$ cat src/rtl/cdr_pkg.sv
// Shared types and helpers for the CDR digital loop filter: vote decode,
// gain field widths and a clamping adder used for the integrator and output word.
package cdr_pkg;

  localparam int KP_W = 3;
  localparam int KI_W = 4;

  typedef enum logic [1:0] {
    NONE = 2'b00,
    DN   = 2'b01,
    UP   = 2'b10,
    BOTH = 2'b11
  } vote_e;

  // Adds in 64-bit signed space, then clamps to the unsigned range [0, 2^w-1].
  function automatic logic signed [63:0] sat_add(input logic signed [63:0] a,
                                                 input logic signed [63:0] b,
                                                 input int unsigned        w);
    logic signed [63:0] sum;
    logic signed [63:0] hi;
    sum = a + b;
    hi  = (64'sd1 <<< w) - 64'sd1;
    if (sum < 64'sd0) return 64'sd0;
    else if (sum > hi) return hi;
    return sum;
  endfunction

endpackage

$ cat src/rtl/cdr_dlf_win.sv
// Vote decoder and decimation window: accumulates signed votes over DECIM
// counted votes and strobes done (with the completed sum s) on the last one.
module cdr_dlf_win
  import cdr_pkg::*;
#(
  parameter int DECIM = 8,
  localparam int CW = (DECIM > 1) ? $clog2(DECIM) : 1,
  localparam int SW = $clog2(DECIM) + 2
) (
  input  logic                 clk,
  input  logic                 rst,
  input  logic                 en,
  input  logic                 clr,
  input  logic                 up,
  input  logic                 dn,
  output logic signed [SW-1:0] s,
  output logic                 done
);

  localparam logic signed [SW-1:0] ONE = 1;

  vote_e                vote;
  logic signed [SW-1:0] v;
  logic signed [SW-1:0] sum_q, sum_d;
  logic [CW-1:0]        cnt_q, cnt_d;

  assign vote = vote_e'({up, dn});

  always_comb begin
    v = '0;
    unique case (vote)
      UP:      v = ONE;
      DN:      v = -ONE;
      default: v = '0;
    endcase
  end

  // s includes this cycle's vote so the filter can act on the final vote without a bubble
  assign s    = sum_q + v;
  assign done = en && (cnt_q == CW'(DECIM - 1));

  always_comb begin
    cnt_d = cnt_q;
    sum_d = sum_q;
    if (clr) begin
      cnt_d = '0;
      sum_d = '0;
    end else if (en) begin
      if (done) begin
        cnt_d = '0;
        sum_d = '0;
      end else begin
        cnt_d = cnt_q + 1'b1;
        sum_d = s;
      end
    end
  end

  always_ff @(posedge clk) begin
    if (rst) begin
      cnt_q <= '0;
      sum_q <= '0;
    end else begin
      cnt_q <= cnt_d;
      sum_q <= sum_d;
    end
  end

endmodule

$ cat src/rtl/cdr_dlf.sv
// CDR proportional-integral digital loop filter producing an offset-binary DCO word
// once per decimation window. Optional lock detector under CDR_DLF_LOCK_DET_EN.
module cdr_dlf
  import cdr_pkg::*;
#(
  parameter int CTRL_W   = 10,
  parameter int INT_W    = 20,
  parameter int DECIM    = 8,
  parameter int LOCK_THR = 2,
  parameter int LOCK_CNT = 4
) (
  input  logic              clk,
  input  logic              rst,
  input  logic              pd_valid,
  input  logic              pd_up,
  input  logic              pd_dn,
  input  logic [KP_W-1:0]   kp,
  input  logic [KI_W-1:0]   ki,
  input  logic              load,
  input  logic [CTRL_W-1:0] init_word,
  input  logic              freeze,
  output logic [CTRL_W-1:0] ctrl_out,
  output logic              ctrl_valid,
  output logic              int_sat,
  output logic              lock
);

  localparam int SW = $clog2(DECIM) + 2;
  localparam int SH = INT_W - CTRL_W;
  localparam logic [INT_W-1:0]  INT_MAX  = '1;
  localparam logic [INT_W-1:0]  INT_MID  = {1'b1, {(INT_W-1){1'b0}}};
  localparam logic [CTRL_W-1:0] CTRL_MID = {1'b1, {(CTRL_W-1){1'b0}}};

  logic signed [SW-1:0] s;
  logic                 done;

  // load discards any vote in its cycle, freeze simply stops counting
  cdr_dlf_win #(.DECIM(DECIM)) u_win (
    .clk  (clk),
    .rst  (rst),
    .en   (pd_valid & ~freeze & ~load),
    .clr  (load),
    .up   (pd_up),
    .dn   (pd_dn),
    .s    (s),
    .done (done)
  );

  logic [INT_W-1:0]  integ_q, integ_d, integ_new, integ_ld;
  logic [CTRL_W-1:0] ctrl_q, ctrl_d, ctrl_new;
  logic              vld_q, vld_d, sat_q, sat_d;

  assign integ_ld  = {init_word, {SH{1'b0}}};
  assign integ_new = INT_W'(sat_add(64'(integ_q), 64'(s) <<< ki, INT_W));
  assign ctrl_new  = CTRL_W'(sat_add(64'(integ_new[INT_W-1 -: CTRL_W]), 64'(s) <<< kp, CTRL_W));

  always_comb begin
    integ_d = integ_q;
    ctrl_d  = ctrl_q;
    sat_d   = sat_q;
    vld_d   = 1'b0;
    if (load) begin
      integ_d = integ_ld;
      ctrl_d  = init_word;
      sat_d   = (integ_ld == '0) || (integ_ld == INT_MAX);
      vld_d   = 1'b1;
    end else if (done) begin
      integ_d = integ_new;
      ctrl_d  = ctrl_new;
      sat_d   = (integ_new == '0) || (integ_new == INT_MAX);
      vld_d   = 1'b1;
    end
  end

  always_ff @(posedge clk) begin
    if (rst) begin
      integ_q <= INT_MID;
      ctrl_q  <= CTRL_MID;
      vld_q   <= 1'b0;
      sat_q   <= 1'b0;
    end else begin
      integ_q <= integ_d;
      ctrl_q  <= ctrl_d;
      vld_q   <= vld_d;
      sat_q   <= sat_d;
    end
  end

  assign ctrl_out   = ctrl_q;
  assign ctrl_valid = vld_q;
  assign int_sat    = sat_q;

`ifdef CDR_DLF_LOCK_DET_EN
  localparam int QW = $clog2(LOCK_CNT + 1);

  logic [QW-1:0] qcnt_q, qcnt_d;
  logic          lock_q, lock_d;
  logic [SW-1:0] s_abs;
  logic          quiet;

  assign s_abs = s[SW-1] ? SW'(-s) : SW'(s);
  assign quiet = (int'(s_abs) <= LOCK_THR);

  always_comb begin
    qcnt_d = qcnt_q;
    lock_d = lock_q;
    if (load) begin
      qcnt_d = '0;
      lock_d = 1'b0;
    end else if (done) begin
      if (quiet) begin
        qcnt_d = (qcnt_q == QW'(LOCK_CNT)) ? qcnt_q : qcnt_q + 1'b1;
        lock_d = (qcnt_d == QW'(LOCK_CNT));
      end else begin
        qcnt_d = '0;
        lock_d = 1'b0;
      end
    end
  end

  always_ff @(posedge clk) begin
    if (rst) begin
      qcnt_q <= '0;
      lock_q <= 1'b0;
    end else begin
      qcnt_q <= qcnt_d;
      lock_q <= lock_d;
    end
  end

  assign lock = lock_q;
`else
  assign lock = 1'b0;
`endif

endmodule

$ cat config.mk
export PLATFORM = sky130hd
export DESIGN_NAME = cdr_dlf
export DESIGN_NICKNAME = d
export VERILOG_FILES = /design/src/rtl/cdr_pkg.sv /design/src/rtl/cdr_dlf_win.sv /design/src/rtl/cdr_dlf.sv
export SDC_FILE = /design/constraint.sdc
export NUM_CORES = 1
export LEC_CHECK = 0
export CAP_MARGIN = 20
export CORE_AREA = 2 2 117 91
export DETAILED_ROUTE_END_ITERATION = 8
export DIE_AREA = 0 0 119 93
export PLACE_DENSITY = 0.69
export SYNTH_ARGS = -nofsm -noshare
export SYNTH_HDL_FRONTEND = slang
export SYNTH_SLANG_ARGS = --single-unit
$ cat constraint.sdc
create_clock -name clk -period 30 [get_ports clk]
set_input_delay 4.5 -clock clk [delete_from_list [all_inputs] [get_ports clk]]
set_output_delay 4.5 -clock clk [all_outputs]
set_load 0.05 [all_outputs]
After elaboration in Yosys (flattened, before gate mapping)
Index checks and enable logic that the tools add are counted.
Word-level totals
  register bits: 40
  bits of input ports: 24
  output and inout port bits: 13
  word-level logic and storage cells: 52
Cells by class
  add/sub/neg operators: 4
  order comparisons: 4
  eq/ne operators: 4
  shifts and indexed selects: 2
  mux-type cells: 21
  bitwise logic cells: 4
  reductions and logical operators: 6
Operators by type and width (count)
  $lt A64 B1 Y1 const B: 2
  $mux W20: 5
  $add A11 B64 Y64: 1
  $add A21 B64 Y64: 1
  $gt A64 B11 Y1 const B: 1
  $gt A64 B21 Y1 const B: 1
  $sshl A5 B3 Y64: 1
  $sshl A5 B4 Y64: 1
  $mux W10: 5
  $logic_not A20 Y1: 2
  $eq A20 B20 Y1 const B: 1
  $pmux W5 S2: 1
  $mux W1: 8
  $add A5 B5 Y5: 1
  $mux W5: 1
  $add A3 B1 Y3 const B: 1
  $eq A3 B3 Y1 const B: 1
  $mux W3: 1
  $and A1 B1 Y1: 2
  $eq A2 B1 Y1 const B: 1
  $eq A2 B2 Y1 const B: 1
  $not A1 Y1: 2
  $reduce_bool A2 Y1: 1
  $reduce_or A2 Y1: 1
  2 further kinds: 2

Longest topological paths before layout
  depth in word-level cells: 16
  depth in mapped cells: 47
  gate-level depth less buffers: 44

Cells and area by module
Synthesis repeated with hierarchy kept, for this count alone.
Unflattened totals
  cell total of the unflattened synthesis: 692
  area, all modules: 5168.7 sq um
Modules (own cells, without submodules)
  cdr_dlf: instances 1, cells an instance 624, area each 4593.2 sq um, sequential area each 640.6 sq um
  cdr_dlf_win: instances 1, cells an instance 68, area each 575.6 sq um, sequential area each 160.2 sq um

Worst setup path after synthesis
OpenSTA, ideal clock, no wires.
  path kind: input to register
  start point: in pd_up
  end point: reg ctrl_q[0] (netlist: ctrl_out[0])
  setup time: 0.083 ns
  arrival: 13.075 ns
  data required time: 29.917 ns
  path slack: 16.842 ns
  stages on the path: 43
  path buffers: 4
  cell sequence: inv_1 > ha_1 > buf_4 > xor2_1 > ha_1 > o211ai_1 > a21oi_1 > a41oi_2 > xor2_2 > inv_2 > clkbuf_1 > nand2_1 > o21ai_0 > ha_1 > and4_1 > and3_2 > a22oi_1 > o211ai_2 > [7 not listed] > nor2_1 > nor2_1 > ha_1 > nor2b_1 > o21ai_1 > a21o_1 > a21oi_1 > a311o_1 > clkbuf_1 > nand2_1 > ha_1 > nor4_1 > nand2_1 > nor4_1 > nand4_1 > a311oi_4 > nand3_2 > o221ai_2
On the way
  cells in the longest elaborated chain, start to end: 16
  elaborated cells on any way between the ends: 22
  classes of those cells: add/sub: 3; order compare: 4; eq/ne: 2; shift: 2; mux: 11
RTL lines
  start, declared: line cdr_dlf.sv:15  | input logic pd_up,
  $eq A2 B1 Y1 or $eq A2 B2 Y1 (tied branches): line cdr_dlf_win.sv:31  | unique case (vote)
  $pmux W5 S2 (*): line cdr_dlf_win.sv:31
  $add A5 B5 Y5 (*): line cdr_dlf_win.sv:39  | assign s = sum_q + v;
  $sshl A5 B4 Y64: line cdr_dlf.sv:54  | assign integ_new = INT_W'(sat_add(64'(integ_q), 64'(s) <<< ki, INT_W));
  $add A21 B64 Y64: line cdr_pkg.sv:21  | sum = a + b;
  $gt A64 B21 Y1: line cdr_pkg.sv:24  | else if (sum > hi) return hi;
  $mux W1: line cdr_pkg.sv:24
  $mux W1: line cdr_pkg.sv:23  | if (sum < 64'sd0) return 64'sd0;
  $mux W20: line cdr_pkg.sv:25  | return sum;
  $add A11 B64 Y64 (*): line cdr_pkg.sv:21
  $gt A64 B11 Y1: line cdr_pkg.sv:24
  $mux W1: line cdr_pkg.sv:24
  $mux W1: line cdr_pkg.sv:23
  $mux W10 (*): line cdr_pkg.sv:25
  $mux W10 (*): line cdr_dlf.sv:67  | end else if (done) begin
  $mux W10 (*): line cdr_dlf.sv:62  | if (load) begin
  end signal, assigned: line cdr_dlf.sv:83  | ctrl_q <= ctrl_d;
  end, declared: line cdr_dlf.sv:50  | logic [CTRL_W-1:0] ctrl_q, ctrl_d, ctrl_new;
Every way passes the cells marked *; elsewhere a longest branch is shown, timed or not. The select of a mux whose other input is x is not followed.
A chain may end at the register's enable or synchronous reset.

Worst setup path after layout
  start point: in pd_up
  end point: reg ctrl_q[5] (netlist: ctrl_out[5])
Same word-level chain as after synthesis.

==> flow_summary.ini <==
[run_status]
outcome = completed

[clock_tree]
root_buffer = clkbuf_16
insertion_delay_ns = 0.29
ctsResizeCount = 0
cts_htree_levels = 2
clk_path_buf_depth = 2
cts.sinks = 40
cts_hold_buf = 0
post_cts_buffers = 0
cts.clk_slew.worst_paths_ns = 0.06
numCtsBuffers = 5
tritoncts = built

[final_layout]
nets = 746
layout-drive-gt1-share = 0.0767
diodes = 0
syn2layout_area_growth_pct = 11.5
fillers = 932

[power_and_ir_drop]
p_leak_nw = 2.22
p_per_area_mw_per_mm2 = 33.8
irDropWorstVdd_uv = 20.3

[logic_synthesis]
synthMuxAreaShare = 0.0129
netlist_top_cells_count = 69 x ha_1, 60 x nand2_1, 60 x nor2_1
synth_ff_type = dfxtp_1
synth_top_cell_by_area = ha_1
ys_ff_latch = 40
synth_top_area_share = 0.177
async_reset_ff_frac = 0
seq_area_frac_synth = 0.165
yosysUniqueCellTypes = 80
synthAdderAreaFrac = 0.186
synthSimpleGateAreaFrac = 0.242
synthXorXnorAreaFrac = 0.0555
syn-num-nets = 732
synth_compound_area_frac = 0.292
yosysWarnings = 0
synth_edf_count = 0
synth_top_family_by_area = compound AO/OA/AOI/OAI gates
syn_area_sq_mm = 0.00487
syn_avg_cell_area_sq_um = 7.64
ys_top_cells_by_area = ha_1 18%, dfxtp_1 16%, a21oi_1 5.1%
syn_inst = 637
yosysMostFrequentCell = ha_1

[critical_path]
critPathCaptureType = register
cpPeakStageDelay_ns = 0.48
critical_path_cell_count = 40
cp_slowest_cell = inv_2
r2r_slack_ns = 19.94
reg2reg_from = u_win.sum_q[1]$_SDFFE_PP0P_
startpoint = pd_up
start_kind = primary input
critPathMostFrequentCell = ha_1
cp_num_buf_inv = 3
rr_worst_depth = 37
critPathTopFamily = simple AND/OR/NAND/NOR gates
cp.required_ns = 30.15
r2r_end = ctrl_out[5]$_SDFFE_PP0P_
worstSetupPathType = primary input to register
cp_max_fo = 48
arrival_ns = 14.88
cp-endpoint = ctrl_out[5]$_SDFFE_PP0P_

[die]
io_pins = 37
num_rows = 32
die_h_um = 93
core_area_sq_mm = 0.00997
die_w_um = 119
die_area_sq_mm = 0.0111
start_util = 0.488

[route]
ant_nets = 0
viasPerCell = 6.34
via_count = 4993
wirelength_um = 14400
avgRoutedWirePerCell_um = 18.3
drcViolationCount = 0
drt-initial-drc-count = 472
first_pass_iters = 5

[timing]
finalHoldViolations = 0
rsz0062_at_grt = no
skew_ns = 0.00425
fmax_mhz = 67.9
worst_slack_ns = 15.26
setup_viol = 0
relSlewSlack = 0.365
worst_slew_pin_slew_ns = 0.943
finalCritPeriodShare = 0.491
fin_crit_ns = 14.74
fin_setup_tns_ns = 0
slew_viol_final = 0

[global_routing]
grt_pass1_vias = 4694
grt_use_total = 0.262
grt.overflow.total = 0
grt_pass1_wl_um = 23400
grt_max_degree = 49
antenna_found_initial = 0

[flow_run]
maxCapViolations = 0

[place]
dp_slack_ns = 15.16
gp_congestion = 0.943
dp_hpwl_um = 10900
port-buffer-count = 35

[min_path]
hp-class = register to register
## cells in the final DEF, fill, tap and decap left out, types with 4 or more instances in the layout
cell type / netlist / final
a21o_1: 11 / 11
a21oi_1: 50 / 50
a22oi_1: 21 / 21
a31oi_1: 12 / 12
and2_1: 7 / 7
and3_1: 11 / 11
buf_4: 3 / 6
clkbuf_16: 0 / 5
clkdlybuf4s50_1: 0 / 35
dfxtp_1: 40 / 40
ha_1: 69 / 69
inv_1: 20 / 20
mux2i_1: 4 / 4
nand2_1: 60 / 60
nand2b_1: 8 / 8
nand3_1: 11 / 11
nand4_1: 8 / 8
nor2_1: 60 / 60
nor2b_1: 5 / 5
nor3_1: 16 / 16
nor4_1: 13 / 13
o211ai_1: 4 / 4
o21ai_0: 33 / 33
o21ai_1: 9 / 9
o221ai_2: 9 / 9
o22ai_1: 14 / 14
o31ai_1: 4 / 4
or3_1: 5 / 5
xnor2_1: 17 / 17
xor2_1: 12 / 12
## registers in the layout (all words and copies together), names as in the netlist
| signal | count |
|---|---|
| integ_q | 20 |
| ctrl_out | 10 |
| u_win.sum_q | 5 |
| u_win.cnt_q | 3 |
| ctrl_valid | 1 |
| int_sat | 1 |
## worst min-delay path, cell delays in order (launching register included)
cell,delay [ns]
dfxtp_1,0.31
nand2_1,0.05
a21oi_1,0.05
## worst min path at each step
stage,start,to,slack [ns],cells after the start
global placement,u_win.cnt_q[1]$_SDFFE_PP0P_,u_win.cnt_q[1]$_SDFFE_PP0P_,0.45,2
detailed placement,u_win.cnt_q[1]$_SDFFE_PP0P_,u_win.cnt_q[1]$_SDFFE_PP0P_,0.46,2
finish,u_win.cnt_q[1]$_SDFFE_PP0P_,u_win.cnt_q[1]$_SDFFE_PP0P_,0.47,2
floorplan,u_win.cnt_q[1]$_SDFFE_PP0P_,u_win.cnt_q[1]$_SDFFE_PP0P_,0.44,2
CTS,u_win.cnt_q[1]$_SDFFE_PP0P_,u_win.cnt_q[1]$_SDFFE_PP0P_,0.47,2
global route,u_win.cnt_q[1]$_SDFFE_PP0P_,u_win.cnt_q[1]$_SDFFE_PP0P_,0.50,2
## power by group
group / internal (mW) / leakage (nW) / switching [mW] / total, mW
clock: 0.0332 / 0.0712 / 0.0222 / 0.0554
combinational: 0.0278 / 1.82 / 0.0444 / 0.0722
sequential: 0.0548 / 0.327 / 0.00115 / 0.0560
## cell type report
cell class / count / area (sq um) / area share
flip-flops and latches: 40 / 801 / 0.147
well taps: 136 / 170 / 0.0313
clock buffers: 8 / 146 / 0.0270
inverters: 21 / 78.8 / 0.0145
multi-input cells: 542 / 3840 / 0.707
repair buffers: 41 / 395 / 0.0728
## per-layer routing
layer | routed length, um | track usage | vias up
li1 | - | - | 2422
met1 | 6910 | 0.374 | 2364
met2 | 6190 | 0.405 | 185
met3 | 1090 | 0.0457 | 22
met4 | 233 | 0.0754 | 0
met5 | 0 | 0 | -
## logic make-up after synthesis
| kind of cell | after synthesis |
|---|---|
| fa+ha+maj | 71 |
| xor+xnor | 30 |
| flops | 40 |
| mux | 6 |
| buf+inv | 55 |
| simple gates | 233 |
| other cells | 1 |
| compound gates | 201 |
## per-stage QoR
step	utilization	total power [mW]	instance area (sq um)	instances	hold WS, ns
4_1_cts	0.545	0.183	5430	788	0.468
2_1_floorplan	-	0.109	4870	637	0.440
5_1_grt	0.545	0.194	5430	788	0.500
3_5_place_dp	0.530	0.128	5280	780	0.460
6_report	0.545	0.184	5430	788	0.467
3_3_place_gp	0.530	0.127	5280	780	0.446
Note: power is estimated with default switching activity, not from simulation.
